`config.mk`:
```
export PLATFORM = sky130hd
export DESIGN_NAME = snax_hwpe_periph_regfile
export DESIGN_NICKNAME = d
export VERILOG_FILES = /design/src/rtl/snax_hwpe_periph_pkg.sv /design/src/rtl/snax_hwpe_periph_regfile.sv
export SDC_FILE = /design/constraint.sdc
export NUM_CORES = 1
export LEC_CHECK = 0
export BUFFER_PORTS_ARGS = -buffer_cell sky130_fd_sc_hd__buf_2
export CAP_MARGIN = 40
export CELL_PAD_IN_SITES_DETAIL_PLACEMENT = 1
export CELL_PAD_IN_SITES_GLOBAL_PLACEMENT = 1
export CORE_AREA = 8 8 260 262
export CTS_CLUSTER_DIAMETER = 80
export CTS_CLUSTER_SIZE = 10
export DETAILED_ROUTE_END_ITERATION = 10
export DIE_AREA = 0 0 268 270
export GPL_TIMING_DRIVEN = 0
export PLACE_DENSITY_LB_ADDON = 0.1
export SYNTH_ARGS = -nofsm -noshare
export SYNTH_HDL_FRONTEND = slang
export SYNTH_SLANG_ARGS = --single-unit
```
`constraint.sdc`:
```
create_clock -name clk_i -period 5.8 [get_ports clk_i]
set_input_delay 0.58 -clock clk_i [delete_from_list [all_inputs] [get_ports clk_i]]
set_output_delay 0.58 -clock clk_i [all_outputs]
set_load 0.05 [all_outputs]
```
`src/rtl/snax_hwpe_periph_pkg.sv`:
```
// Shared definitions for the HWPE peripheral bus responder: fixed addresses,
// the job state encoding and the request/response bundles used by the initiator.
package snax_hwpe_periph_pkg;

  localparam logic [31:0] TriggerAddr    = 32'h0000_0000;
  localparam logic [31:0] StatusAddr     = 32'h0000_0004;
  localparam logic [31:0] SoftClearAddr  = 32'h0000_0008;
  localparam logic [31:0] DefaultRegBase = 32'h0000_0040;
  localparam int          DefaultIdWidth = 5;

  typedef enum logic {
    IDLE    = 1'b0,
    RUNNING = 1'b1
  } job_state_e;

  typedef struct packed {
    logic [DefaultIdWidth-1:0] id;
    logic [31:0]               add;
    logic                      wen;
    logic [3:0]                be;
    logic [31:0]               data;
  } periph_req_t;

  typedef struct packed {
    logic [DefaultIdWidth-1:0] r_id;
    logic                      r_valid;
    logic [31:0]               r_data;
  } periph_rsp_t;

endpackage

```
`src/rtl/snax_hwpe_periph_regfile.sv`:
```
// Periph bus responder: generic config register bank plus a trigger/status/clear
// job interface that starts the HWPE engine and counts completed jobs.
module snax_hwpe_periph_regfile
  import snax_hwpe_periph_pkg::*;
#(
  parameter int          NumRegs = 16,
  parameter int          IdWidth = 5,
  parameter logic [31:0] RegBase = DefaultRegBase
) (
  input  logic                    clk_i,
  input  logic                    rst_i,
  input  logic                    periph_req_i,
  output logic                    periph_gnt_o,
  input  logic [31:0]             periph_add_i,
  input  logic                    periph_wen_i,
  input  logic [3:0]              periph_be_i,
  input  logic [31:0]             periph_data_i,
  input  logic [IdWidth-1:0]      periph_id_i,
  output logic [31:0]             periph_r_data_o,
  output logic                    periph_r_valid_o,
  output logic [IdWidth-1:0]      periph_r_id_o,
  output logic [NumRegs*32-1:0]   cfg_regs_o,
  output logic                    start_o,
  input  logic                    done_i,
  output logic                    busy_o
);

  localparam int IdxWidth = (NumRegs > 1) ? $clog2(NumRegs) : 1;

  function automatic logic [31:0] apply_be(input logic [31:0] old_val,
                                           input logic [31:0] new_val,
                                           input logic [3:0]  be);
    logic [31:0] res;
    res = old_val;
    for (int b = 0; b < 4; b++) begin
      if (be[b]) res[8*b +: 8] = new_val[8*b +: 8];
    end
    return res;
  endfunction

  logic                r_valid_q;
  logic [31:0]         r_data_q;
  logic [IdWidth-1:0]  r_id_q;
  logic [31:0]         cfg_q [NumRegs];
  job_state_e          state_q, state_d;
  logic [7:0]          job_count_q, job_count_d;
  logic                start_q, start_d;

  logic                accept, wr_en, rd_en;
  logic                is_trigger, is_status, is_clear, cfg_hit;
  logic [31:0]         cfg_offset;
  logic [IdxWidth-1:0] cfg_idx;
  logic                trigger_wr, clear_wr, cfg_wr;
  logic [31:0]         rd_data;

  // Holding off the grant while a response is out keeps the initiator's
  // still-asserted req from being accepted a second time.
  assign periph_gnt_o = periph_req_i & ~r_valid_q;
  assign accept       = periph_req_i & periph_gnt_o;
  assign wr_en        = accept & ~periph_wen_i;
  assign rd_en        = accept & periph_wen_i;

  assign is_trigger = (periph_add_i == TriggerAddr);
  assign is_status  = (periph_add_i == StatusAddr);
  assign is_clear   = (periph_add_i == SoftClearAddr);
  assign cfg_offset = periph_add_i - RegBase;
  assign cfg_hit    = (periph_add_i >= RegBase) &&
                      (cfg_offset < 32'(NumRegs * 4)) &&
                      (periph_add_i[1:0] == 2'b00);
  assign cfg_idx    = cfg_offset[IdxWidth+1:2];

  assign trigger_wr = wr_en & is_trigger;
  assign clear_wr   = wr_en & is_clear;
  assign cfg_wr     = wr_en & cfg_hit;

  always_comb begin
    rd_data = '0;
    if (is_status) begin
      rd_data = {16'h0000, job_count_q, 7'h00, (state_q == RUNNING)};
    end else if (cfg_hit) begin
      rd_data = cfg_q[cfg_idx];
    end
  end

  always_ff @(posedge clk_i) begin
    if (rst_i) begin
      r_valid_q <= 1'b0;
      r_data_q  <= '0;
      r_id_q    <= '0;
    end else begin
      r_valid_q <= rd_en;
      if (rd_en) begin
        r_data_q <= rd_data;
        r_id_q   <= periph_id_i;
      end
    end
  end

  always_ff @(posedge clk_i) begin
    if (rst_i || clear_wr) begin
      for (int k = 0; k < NumRegs; k++) cfg_q[k] <= '0;
    end else if (cfg_wr) begin
      cfg_q[cfg_idx] <= apply_be(cfg_q[cfg_idx], periph_data_i, periph_be_i);
    end
  end

  always_ff @(posedge clk_i) begin
    if (rst_i) begin
      state_q     <= IDLE;
      job_count_q <= '0;
      start_q     <= 1'b0;
    end else begin
      state_q     <= state_d;
      job_count_q <= job_count_d;
      start_q     <= start_d;
    end
  end

  // Soft clear outranks a coincident done, so the count cannot survive a clear.
  always_comb begin
    state_d     = state_q;
    job_count_d = job_count_q;
    start_d     = 1'b0;
    if (clear_wr) begin
      state_d     = IDLE;
      job_count_d = '0;
    end else begin
      case (state_q)
        IDLE: begin
          if (trigger_wr) begin
            state_d = RUNNING;
            start_d = 1'b1;
          end
        end
        RUNNING: begin
          if (done_i) begin
            state_d     = IDLE;
            job_count_d = job_count_q + 8'd1;
          end
        end
        default: state_d = IDLE;
      endcase
    end
  end

  always_comb begin
    busy_o  = (state_q == RUNNING);
    start_o = start_q;
  end

  for (genvar k = 0; k < NumRegs; k++) begin : g_cfg_out
    assign cfg_regs_o[32*k +: 32] = cfg_q[k];
  end

  assign periph_r_valid_o = r_valid_q;
  assign periph_r_data_o  = r_data_q;
  assign periph_r_id_o    = r_id_q;

endmodule

```
==> qor.yml <==
floorplanning:
  io_pins: 631
  initial_core_util_pct: 38.58
  die-height_um: 270
  fp-row-count: 93
  dieWidth_um: 268
  floorplan.die_area_um2: 72360
  fp.coreArea_um2: 63650
worst_setup_path:
  cp_slowest_stage_delay_ns: 0.55
  crit_chain: "clkbuf_1 -> or2_2 -> clkbuf_1 -> or3_1 -> or4_4 -> nor4_1 -> a21oi_1 -> buf_4 -> buf_1 -> nand2_2 -> buf_12"
  cp-start-kind: "input port"
  critPathArrivalTime_ns: 4.77
  endpoint_class_of_the_critical_path: "flip-flop"
  maximum_fanout_along_the_worst_path: 18
  crit_buf_inv: 5
  crit_path_most_repeated_cell: "sky130_fd_sc_hd__clkbuf_1"
  critical-path-slowest-cell: "sky130_fd_sc_hd__nand2_2"
  criticalPathCategory: "in2reg"
  cp_data_required_time_ns: 6.08
  path_delay_family: "simple AND/OR/NAND/NOR gates"
logic_synthesis:
  post_synth_edffs: 512
  synth.lib_cells_used.distinct: 50
  post_synth_instance_area_um2: 24560
  synth.yosys.warnings: 0
  syn_inst: 1786
  post-synth-top-area-cell: "sky130_fd_sc_hd__edfxtp_1"
  syn-mean-instance-area_um2: 13.75
  synthesis.nets: 1865
  synth_top_cell_area_share_pct: 62.60
  netlist_top_cells_area: "sky130_fd_sc_hd__edfxtp_1, sky130_fd_sc_hd__mux4_2, sky130_fd_sc_hd__nor2_1"
  ys_ff_latch: 560
  synth_seq_area_share_pct: 66.52
  share_of_synthesized_flip_flops_with_an_asynchronous_set_or_reset_pct: 0
  ys_dominant_reg_cell: "sky130_fd_sc_hd__edfxtp_1"
clock_tree:
  insertion_delay_ns: 0.60
  cts-resized-gates: 0
  total_cts_buffers: 66
  clock-root-buffer: "sky130_fd_sc_hd__clkbuf_16"
  cts.htree.levels: 3
  worst_setup_hold_path_clk_slew_ns: 0.06
  tritoncts: "built"
  post-cts-setup-buffers: 0
  clock_tree.buffer_depth: 3
  cts_hold_buf: 0
  tritoncts_num_sinks: 560
run_status:
  status: "completed"
finish:
  drive_gt1_share_pct: 38.44
  final_design_area_no_fill_um2: 32560
  syn_to_final_growth_pct: 32.57
  layoutNonFillerInstCount: 3487
  design.final.nets: 2657
  fillers: 6642
route:
  drt_wl_total_mm: 129.6
  drt-vias-per-instance: 5.949
  route.detailed.wl_per_inst_um: 37.17
  drt_drc_violations_left: 0
  drt_iter0_markers: 2655
  dr_total_vias: 20740
  postRouteAntennaNets: 0
  drtPass1Iterations: 5
sta:
  grt_setup_unrepaired: "no"
  hold_viol_final: 0
  timing.max_slew.rel_slack_pct: 33.72
  worst_clock_skew_ns: 0.02100
  final_worst_path_cycle_share_pct: 77.35
  fmaxAchievable_mhz: 222.9
  period_minus_slack_ns: 4.486
  hold_ws_ns: 0.2391
  worstMarginPinSlew_ns: 0.9942
  drv_slew: 0
  final-setup-viol-count: 0
pwr:
  cellPowerDensity_nw_per_um2: 306.5
  total_leakage_power_nw: 12.32
  vdd.ir_drop.worst_mv: 0.2004
run:
  timing.max_cap.violations: 0
placement:
  port_buffers: 623
  hpwl_mm: 100.2
  place_inst: 3364
  place_area_um2: 30610
  place.gp.congestion: 0.8943
hold_path:
  hold_path_class: "in2reg"
grt:
  grt_start_max_net_pins: 19
  gr-total-overflow: 0
  grt_pass1_wl_mm: 175.2
  first_global_vias: 21530
  grt_util_all_layers_pct: 34.96
  antenna_found_initial: 9
-- synthesized netlist by cell type (17+ instances only) --
cell,n
sky130_fd_sc_hd__edfxtp_1,512
sky130_fd_sc_hd__nor2_1,504
sky130_fd_sc_hd__nand2_1,143
sky130_fd_sc_hd__mux4_2,128
sky130_fd_sc_hd__clkbuf_1,97
sky130_fd_sc_hd__a21oi_1,48
sky130_fd_sc_hd__dfxtp_1,48
sky130_fd_sc_hd__mux2_2,33
sky130_fd_sc_hd__mux2i_1,33
sky130_fd_sc_hd__nor2b_1,32
sky130_fd_sc_hd__o22ai_1,32
sky130_fd_sc_hd__a32o_1,23
sky130_fd_sc_hd__buf_1,23
sky130_fd_sc_hd__buf_2,17
-- final cells by class --
class / instances / area [um2] / area share [%]
sequential: 560 / 16340 / 50.18
multi-input combinational: 1087 / 7851 / 24.12
timing repair buffer: 724 / 4818 / 14.80
clock buffer: 109 / 1834 / 5.634
tap: 855 / 1070 / 3.286
buffer: 137 / 539.3 / 1.656
clock inverter: 6 / 82.58 / 0.2537
antenna: 7 / 17.52 / 0.05380
inverter: 2 / 7.507 / 0.02306
-- stage by stage --
step / utilization [%] / worst slack [ns] / setup TNS [ns] / total power, mW
floorplan: - / 0.3487 / 0 / 5.535
finish: 51.15 / 1.314 / 0 / 9.980
CTS: 51.10 / 1.394 / 0 / 9.974
detailed placement: 48.09 / 0.7671 / 0 / 6.165
global route: 51.13 / 1.275 / 0 / 10.17
global placement: 45.16 / -5.222 / -2025.76 / 6.067
-- cells in the final DEF, fill, tap and decap left out, types with 30 or more instances in the layout --
cell type,Yosys,final
sky130_fd_sc_hd__buf_6,0,37
sky130_fd_sc_hd__clkbuf_16,0,67
sky130_fd_sc_hd__o22ai_1,32,32
sky130_fd_sc_hd__edfxtp_1,512,512
sky130_fd_sc_hd__mux2i_1,33,33
sky130_fd_sc_hd__mux2_2,33,33
sky130_fd_sc_hd__dfxtp_1,48,48
sky130_fd_sc_hd__nor2b_1,32,32
sky130_fd_sc_hd__nor2_1,504,504
sky130_fd_sc_hd__mux4_2,128,128
sky130_fd_sc_hd__nand2_1,143,142
sky130_fd_sc_hd__a21oi_1,48,48
sky130_fd_sc_hd__clkbuf_1,97,139
sky130_fd_sc_hd__buf_8,0,30
sky130_fd_sc_hd__buf_2,17,644
-- final timing paths --
| path | slack [ns] | endpoint | depth (start not counted) | from |
|---|---|---|---|---|
| setup / recovery | 1.31 | cfg_q[2][5] | 11 | periph_add_i[5] |
| hold reg to reg | 0.45 | periph_r_id_o[4] | 2 | periph_r_id_o[4] |
| hold / removal | 0.24 | periph_r_id_o[1] | 3 | periph_id_i[1] |
| setup reg to reg | 2.13 | cfg_q[8][18] | 8 | periph_r_valid_o |
-- flip-flops by register name, indices dropped and copies added, names as in the netlist --
register and count:
periph_r_data_o 32, periph_r_valid_o 1, cfg_q 512, start_o 1, job_count_q 8, busy_o 1, periph_r_id_o 5
-- worst min-delay path: cells and delay by family --
kind                   cells  cell delay (ns)
AO/OA/AOI/OAI              1             0.05
buffers and inverters      1             0.10
AND/OR/NAND/NOR            1             0.05
-- per-layer routing --
layer | global-route usage [%] | share of wire, %
met1 | 43.38 | 36
met2 | 57.63 | 48
met3 | 8.957 | 11
met4 | 14.73 | 4.8
met5 | 0 | 0.0093
-- kinds of logic (layout without fill, tap and decap cells) --
group	after synthesis	in the layout	share of synthesized area [%]
buf+inv	139	978	2.211
flops	560	560	66.52
compound gates	135	135	3.648
xor+xnor	7	7	0.2496
simple gates	749	749	12.69
fa+ha+maj	2	2	0.09170
other cells	0	7	0
mux	194	194	14.60
-- power breakdown --
part / total, mW / switching [mW] / internal [mW]
registers: 4.64 / 0.111 / 4.52
logic: 1.46 / 1.07 / 0.398
clock network: 3.88 / 1.71 / 2.17
No activity file was read; power rests on OpenSTA's default activity.
